**src/rtl/serial_word_adder_if.sv**
```systemverilog
// ---------------------------------------------------------------------------
// serial_word_adder_if
// Purpose : byte-stream bus between a word producer (master) and the serial
//           word adder (slave).
// Signals : start      - begin a new word addition
//           a_byte     - operand A byte, least significant byte first
//           b_byte     - operand B byte, least significant byte first
//           in_valid   - a_byte/b_byte valid this cycle
//           in_ready   - adder accepts a byte pair this cycle
//           sum_byte   - registered sum byte
//           sum_valid  - one-cycle pulse, sum_byte valid
//           last       - marks the most significant sum byte
//           cout       - final carry-out of the word
//           done       - one-cycle pulse, word complete
//           busy       - adder is processing a word
// ---------------------------------------------------------------------------
interface serial_word_adder_if;
   logic       start;
   logic [7:0] a_byte;
   logic [7:0] b_byte;
   logic       in_valid;
   logic       in_ready;
   logic [7:0] sum_byte;
   logic       sum_valid;
   logic       last;
   logic       cout;
   logic       done;
   logic       busy;

   modport master (
      output start, a_byte, b_byte, in_valid,
      input  in_ready, sum_byte, sum_valid, last, cout, done, busy
   );

   modport slave (
      input  start, a_byte, b_byte, in_valid,
      output in_ready, sum_byte, sum_valid, last, cout, done, busy
   );
endinterface

```
**src/rtl/serial_word_adder.sv**
```systemverilog
// ---------------------------------------------------------------------------
// serial_word_adder
// Purpose : adds two NBYTES-wide words one byte pair per cycle, LSB first,
//           on a single 8-bit datapath with a registered inter-byte carry.
// Ports   : i_clk - rising-edge clock
//           i_rst - synchronous, active-high reset
//           bus   - serial_word_adder_if slave modport (handshake, operand
//                   bytes, sum bytes, last/cout/done/busy status)
// ---------------------------------------------------------------------------
module serial_word_adder #(
   parameter int NBYTES = 4
) (
   input  logic               i_clk,
   input  logic               i_rst,
   serial_word_adder_if.slave bus
);

   localparam int CNT_W = $clog2(NBYTES);
   localparam logic [CNT_W-1:0] CNT_LAST = CNT_W'(NBYTES - 1);

   typedef enum logic [1:0] {
      ST_IDLE   = 2'd0,
      ST_RUN    = 2'd1,
      ST_FINISH = 2'd2
   } state_t;

   state_t           r_state;
   logic             r_carry;
   logic [CNT_W-1:0] r_cnt;
   logic [7:0]       r_sum_byte;
   logic             r_sum_valid;
   logic             r_last;
   logic             r_cout;
   logic             r_done;
   logic             r_busy;
   logic             r_in_ready;

   state_t           w_state_nx;
   logic             w_carry_nx;
   logic [CNT_W-1:0] w_cnt_nx;
   logic [7:0]       w_sum_byte_nx;
   logic             w_sum_valid_nx;
   logic             w_last_nx;
   logic             w_cout_nx;
   logic             w_done_nx;
   logic [8:0]       w_sum;

   // 8-bit add stage: 9-bit result, bit 8 is the carry into the next byte
   function automatic logic [8:0] add_stage(input logic [7:0] a,
                                            input logic [7:0] b,
                                            input logic       cin);
      return {1'b0, a} + {1'b0, b} + {8'h00, cin};
   endfunction

   // Next-state and next-output logic for the whole block
   always_comb begin
      w_state_nx     = r_state;
      w_carry_nx     = r_carry;
      w_cnt_nx       = r_cnt;
      w_sum_byte_nx  = r_sum_byte;
      w_sum_valid_nx = 1'b0;
      w_last_nx      = 1'b0;
      w_cout_nx      = r_cout;
      w_done_nx      = 1'b0;
      w_sum          = add_stage(bus.a_byte, bus.b_byte, r_carry);

      case (r_state)
         ST_IDLE: begin
            if (bus.start) begin
               w_state_nx = ST_RUN;
               w_carry_nx = 1'b0;
               w_cnt_nx   = '0;
               w_cout_nx  = 1'b0;
            end else begin
               w_state_nx = ST_IDLE;
            end
         end
         ST_RUN: begin
            if (bus.in_valid) begin
               w_sum_byte_nx  = w_sum[7:0];
               w_sum_valid_nx = 1'b1;
               w_carry_nx     = w_sum[8];
               if (r_cnt == CNT_LAST) begin
                  // counter parks at zero so it never exceeds NBYTES-1
                  w_last_nx  = 1'b1;
                  w_cout_nx  = w_sum[8];
                  w_cnt_nx   = '0;
                  w_state_nx = ST_FINISH;
               end else begin
                  w_cnt_nx = r_cnt + 1'b1;
               end
            end else begin
               w_state_nx = ST_RUN;
            end
         end
         ST_FINISH: begin
            w_done_nx  = 1'b1;
            w_state_nx = ST_IDLE;
         end
         default: begin
            w_state_nx = ST_IDLE;
         end
      endcase
   end

   // State and output registers; busy/in_ready are derived from the next state
   // so that they are registered yet aligned with the state they describe
   always_ff @(posedge i_clk) begin
      if (i_rst) begin
         r_state     <= ST_IDLE;
         r_carry     <= 1'b0;
         r_cnt       <= '0;
         r_sum_byte  <= 8'h00;
         r_sum_valid <= 1'b0;
         r_last      <= 1'b0;
         r_cout      <= 1'b0;
         r_done      <= 1'b0;
         r_busy      <= 1'b0;
         r_in_ready  <= 1'b0;
      end else begin
         r_state     <= w_state_nx;
         r_carry     <= w_carry_nx;
         r_cnt       <= w_cnt_nx;
         r_sum_byte  <= w_sum_byte_nx;
         r_sum_valid <= w_sum_valid_nx;
         r_last      <= w_last_nx;
         r_cout      <= w_cout_nx;
         r_done      <= w_done_nx;
         r_busy      <= (w_state_nx != ST_IDLE);
         r_in_ready  <= (w_state_nx == ST_RUN);
      end
   end

   assign bus.in_ready  = r_in_ready;
   assign bus.sum_byte  = r_sum_byte;
   assign bus.sum_valid = r_sum_valid;
   assign bus.last      = r_last;
   assign bus.cout      = r_cout;
   assign bus.done      = r_done;
   assign bus.busy      = r_busy;

endmodule
```
**src/flat_wrapper.sv**
```systemverilog
// flat-port wrapper written by rule: the top's interface ports become plain ports
module serial_word_adder_flat 
#(
   parameter int NBYTES = 4
)
  (i_clk, i_rst, bus_start, bus_a_byte, bus_b_byte, bus_in_valid, bus_in_ready, bus_sum_byte, bus_sum_valid, bus_last, bus_cout, bus_done, bus_busy);
  serial_word_adder_if bus_i ();
  input  logic i_clk;
  input  logic i_rst;
  input wire logic [$bits(bus_i.start)-1:0] bus_start;
  input wire logic [$bits(bus_i.a_byte)-1:0] bus_a_byte;
  input wire logic [$bits(bus_i.b_byte)-1:0] bus_b_byte;
  input wire logic [$bits(bus_i.in_valid)-1:0] bus_in_valid;
  output wire logic [$bits(bus_i.in_ready)-1:0] bus_in_ready;
  output wire logic [$bits(bus_i.sum_byte)-1:0] bus_sum_byte;
  output wire logic [$bits(bus_i.sum_valid)-1:0] bus_sum_valid;
  output wire logic [$bits(bus_i.last)-1:0] bus_last;
  output wire logic [$bits(bus_i.cout)-1:0] bus_cout;
  output wire logic [$bits(bus_i.done)-1:0] bus_done;
  output wire logic [$bits(bus_i.busy)-1:0] bus_busy;
  assign bus_i.start = bus_start;
  assign bus_i.a_byte = bus_a_byte;
  assign bus_i.b_byte = bus_b_byte;
  assign bus_i.in_valid = bus_in_valid;
  assign bus_in_ready = bus_i.in_ready;
  assign bus_sum_byte = bus_i.sum_byte;
  assign bus_sum_valid = bus_i.sum_valid;
  assign bus_last = bus_i.last;
  assign bus_cout = bus_i.cout;
  assign bus_done = bus_i.done;
  assign bus_busy = bus_i.busy;
  serial_word_adder #(.NBYTES(NBYTES)) u_core (.i_clk(i_clk), .i_rst(i_rst), .bus(bus_i));
endmodule
```
**config.mk**
```make
export PLATFORM = sky130hd
export DESIGN_NAME = serial_word_adder_flat
export DESIGN_NICKNAME = d
export VERILOG_FILES = /design/src/rtl/serial_word_adder_if.sv /design/src/rtl/serial_word_adder.sv /design/src/flat_wrapper.sv
export SDC_FILE = /design/constraint.sdc
export NUM_CORES = 1
export LEC_CHECK = 0
export CAP_MARGIN = 20
export CORE_ASPECT_RATIO = 1.1
export CORE_MARGIN = 10
export CORE_UTILIZATION = 48
export CTS_CLUSTER_SIZE = 20
export DETAILED_ROUTE_END_ITERATION = 10
export PLACE_DENSITY = 0.81
export SYNTH_ARGS = -nofsm -noshare
export SYNTH_HDL_FRONTEND = slang
export SYNTH_SLANG_ARGS = --single-unit
```
**constraint.sdc**
```tcl
create_clock -name i_clk -period 4.75 [get_ports i_clk]
set_input_delay 0.7125 -clock i_clk [delete_from_list [all_inputs] [get_ports i_clk]]
set_output_delay 0.7125 -clock i_clk [all_outputs]
set_load 0.02 [all_outputs]
```
# After elaboration in Yosys (flattened, before gate mapping)

Cells that the tools add are included.
Widths: inputs -> output; s select.

Input port bits: 20
Output and inout bits: 14
Bits in registers: 19
Word-level logic and storage cells: 47

Multiplexer cells: 17
Equal/unequal tests: 7
Reductions and logical operators: 8
Bitwise operators: 2
$add $sub $neg: 3

Operators by type and width:

| kind                | count |
|---|---|
| $mux 2              | 5 |
| $add 8x8->9         | 1 |
| $add 9x1->9         | 1 |
| $mux 1              | 8 |
| $pmux 2 s2          | 2 |
| $eq 2x1->1 const B  | 2 |
| $eq 2x2->1 const B  | 2 |
| $ne 2x2->1 const B  | 2 |
| $pmux 1 s2          | 2 |
| $reduce_and 4->1    | 1 |
| $reduce_bool 2->1   | 2 |
| $reduce_and 3->1    | 1 |
| $reduce_or 3->1     | 1 |
| $add 2x1->2 const B | 1 |
| $logic_not 2->1     | 1 |
| $ne 2x1->1 const B  | 1 |
| $not 1->1           | 2 |
| $reduce_and 2->1    | 1 |
| $reduce_or 2->1     | 1 |

# Depth between registers and ports, before layout

Depth in word-level cells: 5
Depth in mapped cells: 6
Gate-level depth less buffers: 6

# Worst setup path after synthesis

Ideal clock, no wire load.

Path type: input-to-reg
From: input bus_b_byte[0]
To: register u_core.r_carry
Setup time: 0.136 ns
Setup slack: 2.321 ns
Cell stages on the path: 6
Arrival time: 2.293 ns
Cell sequence: fa_1 -> fa_1 -> a21oi_1 -> o21ai_0 -> a311oi_1 -> a211oi_1

Word-level cells in the longest chain between the ends: 4

Ends and longest elaborated chain:

| what                 | RTL line                 | text |
|---|---|---|
| from (decl)          | flat_wrapper.sv:12       | `input wire logic [$bits(bus_i.b_byte)-1:0] bus_b_byte;` |
| $add 8x8->9          | serial_word_adder.sv:52  | `return {1'b0, a} + {1'b0, b} + {8'h00, cin};` |
| $add 9x1->9          | serial_word_adder.sv:52  |  |
| $mux 1               | serial_word_adder.sv:79  | `if (bus.in_valid) begin` |
| $pmux 1 s2           | serial_word_adder.sv:67  | `case (r_state)` |
| to (signal assigned) | serial_word_adder.sv:122 | `r_carry <= w_carry_nx;` |
| to (decl)            | serial_word_adder.sv:28  | `logic r_carry;` |

Every way passes these cells. The select of a mux whose other input is x is not followed.
A chain may end at the register's enable or synchronous reset.

# Worst setup path after layout

Ends and elaborated chain as after synthesis.

==> flow_summary_export.csv <==
group,metric,value,unit
run_status,outcome,"finished clean",
layout,instances_no_fill,169,
clocking,post-cts-setup-buffers,0,
layout,num-nets-final,172,
critical_path,cp_max_fo,3,
detailed_routing,postRouteAntennaNets,0,
clocking,clkSinkCount,19,
critical_path,critPathLaunch,"bus_b_byte[0]",
layout,multi_input_area,608,sq um
critical_path,path_class,"in -> reg",
power_and_ir_drop,vdd_drop_max,0.150,mV
yosys,synth_cell_types,35,
timing,timing.final.ws_setup,2.05,ns
detailed_routing,vias,915,
clocking,cts_made_buffers,3,
floorplan,start_util,0.503,
floorplan,dieArea,0.00436,sq mm
yosys,synth_ff_type,"dfxtp_1",
timing,finClkSkew,0.00841,ns
floorplan,core,0.00202,sq mm
yosys,synth.top_cell.area_share,0.374,
detailed_routing,wirelength,2390,microns
critical_path,arrival,2.89,ns
critical_path,r2r_end,"u_core.r_carry",
global_route,grtUsageTotal,0.114,
critical_path,endpoint,"u_core.r_carry",
detailed_routing,dr.pass1.iters,4,
global_route,grt_overflow_total,0,
critical_path,r2r_start,"u_core.r_carry",
timing,drv_slew,0,
place,dp_slack,1.73,ns
layout,diodes,0,
timing,setup_viol,0,
place,placed_cells,165,
yosys,netlist_area,0.00102,sq mm
clocking,cts.path.max_buffers,2,
timing,fin_setup_tns,0,ns
floorplan,die_h,68.3,microns
power_and_ir_drop,power_density,252,mW/mm^2
global_route,grt_max_degree,16,
layout,fill_cells,160,
floorplan,ioPinCount,34,
yosys,synthArstFlopShare,0,
global_route,grt_antenna_before_repair,0,
detailed_routing,drc,0,
critical_path,r2r_cells,6,
yosys,synth.most_common_cell,"dfxtp_1",
clocking,htree_levels,1,
yosys,synth_nets,137,
power_and_ir_drop,p_leak,0.574,nW
clocking,clockRootBuffer,"clkbuf_4",
clocking,clk_latency,0.30,ns
critical_path,end_kind,"flip-flop",
yosys,synth_common_cells,"dfxtp_1, a21oi_1, nor2_1",
timing,maxSlewHeadroom,0.672,
detailed_routing,viasPerCell,5.41,
layout,drive_above_1_share,0.0496,
worst_hold_path,min_path_type,"reg -> reg",
yosys,synth_edf_count,0,
critical_path,critPathLaunchType,"primary input",
job,timing.max_cap.violations,0,
yosys,avgSynthCellArea,9.50,sq um
yosys,synth-seq-cells,19,
clocking,cts_resized,0,
timing,finalHoldViolCount,0,
place,dp_hpwl,1970,microns
timing,worst_pin_slew,0.490,ns
timing,period_share,0.569,
layout,seq_area,380,sq um
critical_path,worstPathRequired,4.93,ns
yosys,ys_warn_count,0,
clocking,cts_tree,"done",
yosys,synth_top_cell_by_area,"dfxtp_1",
yosys,synth_cells,107,
clocking,postCtsHoldBufs,0,
timing,rsz0062_at_grt,"false",
floorplan,die-width,63.9,microns
detailed_routing,initialDrtViolationCount,31,
place,portBuffers,33,
layout,synthToLayoutAreaGrowth,37.1,%
yosys,seq_area_frac_synth,0.374,
timing,fmax,0.370,GHz
timing,post-route-min-period,2.70,ns
yosys,synth_area_leaders,"dfxtp_1, ha_1, a21oi_1",
critical_path,ff2ff_setup_slack,2.60,ns
detailed_routing,drt-wirelength-per-cell,14.1,microns
place,gp_congestion,0.759,
global_route,grt_first_pass_wirelength,4110,microns
global_route,grt_pass1_vias,993,
clocking,cts.clk_slew.worst_paths,0.11,ns
floorplan,rows,17,
sequential cells by signal, summed over array words and instances, names as in the netlist:
signal,flops
u_core.bus.last,1
u_core.bus.cout,1
u_core.bus.busy,1
u_core.bus.sum_byte,8
u_core.bus.in_ready,1
u_core.bus.sum_valid,1
u_core.r_state,2
u_core.bus.done,1
u_core.r_cnt,2
u_core.r_carry,1
how the worst min path moves through the flow:
stage,start,end,slack (ns),cells after the start
floorplan,u_core.r_cnt[1],u_core.r_cnt[1],0.45,2
global placement,u_core.r_cnt[1],u_core.r_cnt[1],0.46,2
detailed placement,u_core.r_cnt[1],u_core.r_cnt[1],0.47,2
CTS,u_core.r_cnt[1],u_core.r_cnt[1],0.48,2
global route,u_core.bus.sum_byte[4],u_core.bus.sum_byte[4],0.52,2
finish,u_core.r_cnt[1],u_core.r_cnt[1],0.48,2
cell families (layout without fill, tap and decap cells):
family | Yosys count | after routing | synth area share
xor gates and xnor gates | 4 | 4 | 0.0345
muxes | 3 | 3 | 0.0296
and+or+nand+nor | 39 | 39 | 0.233
buffers and inverters | 6 | 40 | 0.0271
AOI/OAI and AO/OA | 26 | 26 | 0.164
adders and majority gates | 10 | 10 | 0.138
DFF | 19 | 19 | 0.374
report_power, final:
part / switching, W / internal (W) / total, W
combinational: 0.0000453 / 0.0000494 / 0.0000947
sequential: 0.00000576 / 0.000168 / 0.000174
clock: 0.0000507 / 0.0000314 / 0.0000822
cell type report:
type | instances | area share
well taps | 28 | 0.0252
multi-input cells | 82 | 0.437
clock buffers | 3 | 0.0162
clock inverters | 1 | 0.00359
flip-flops and latches | 19 | 0.273
repair buffers | 33 | 0.237
inverters | 3 | 0.00809
critical path, cell delays in order:
cell and delay [ns]:
clkdlybuf4s50_1 0.43, fa_1 0.48, fa_1 0.42, a21oi_1 0.19
o21ai_0 0.16, a311oi_1 0.37, a211oi_1 0.13
layer usage:
layer  vias up  track usage  routed length, microns
li1        452            -                       -
met3         5       0.0375                     167
met5         -            0                       0
met2        29        0.218                    1230
met4         0       0.0437                      36
met1       429        0.114                     954
cells in the final DEF, fill, tap and decap left out, types with 2 or more instances in the layout:
cell,n
and2_1,5
clkdlybuf4s50_1,33
nand3_1,6
nor2_1,9
nand2b_1,4
a21oi_1,11
nor3_1,3
a211oi_1,2
inv_1,3
fa_1,2
a21o_1,2
nand2_1,2
mux2i_1,3
ha_1,8
o21ai_0,5
clkbuf_4,3
xnor2_1,4
dfxtp_1,19
through the flow:
stage	util	hold slack, ns	instance area, sq um	power, W
after floorplan	-	0.450	1020	0.000232
after global placement	0.676	0.464	1370	0.000271
after detailed placement	0.676	0.466	1370	0.000272
after CTS	0.689	0.484	1390	0.000353
after global routing	0.689	0.519	1390	0.000371
final	0.689	0.481	1390	0.000350
(Power assumes the default switching activity.)
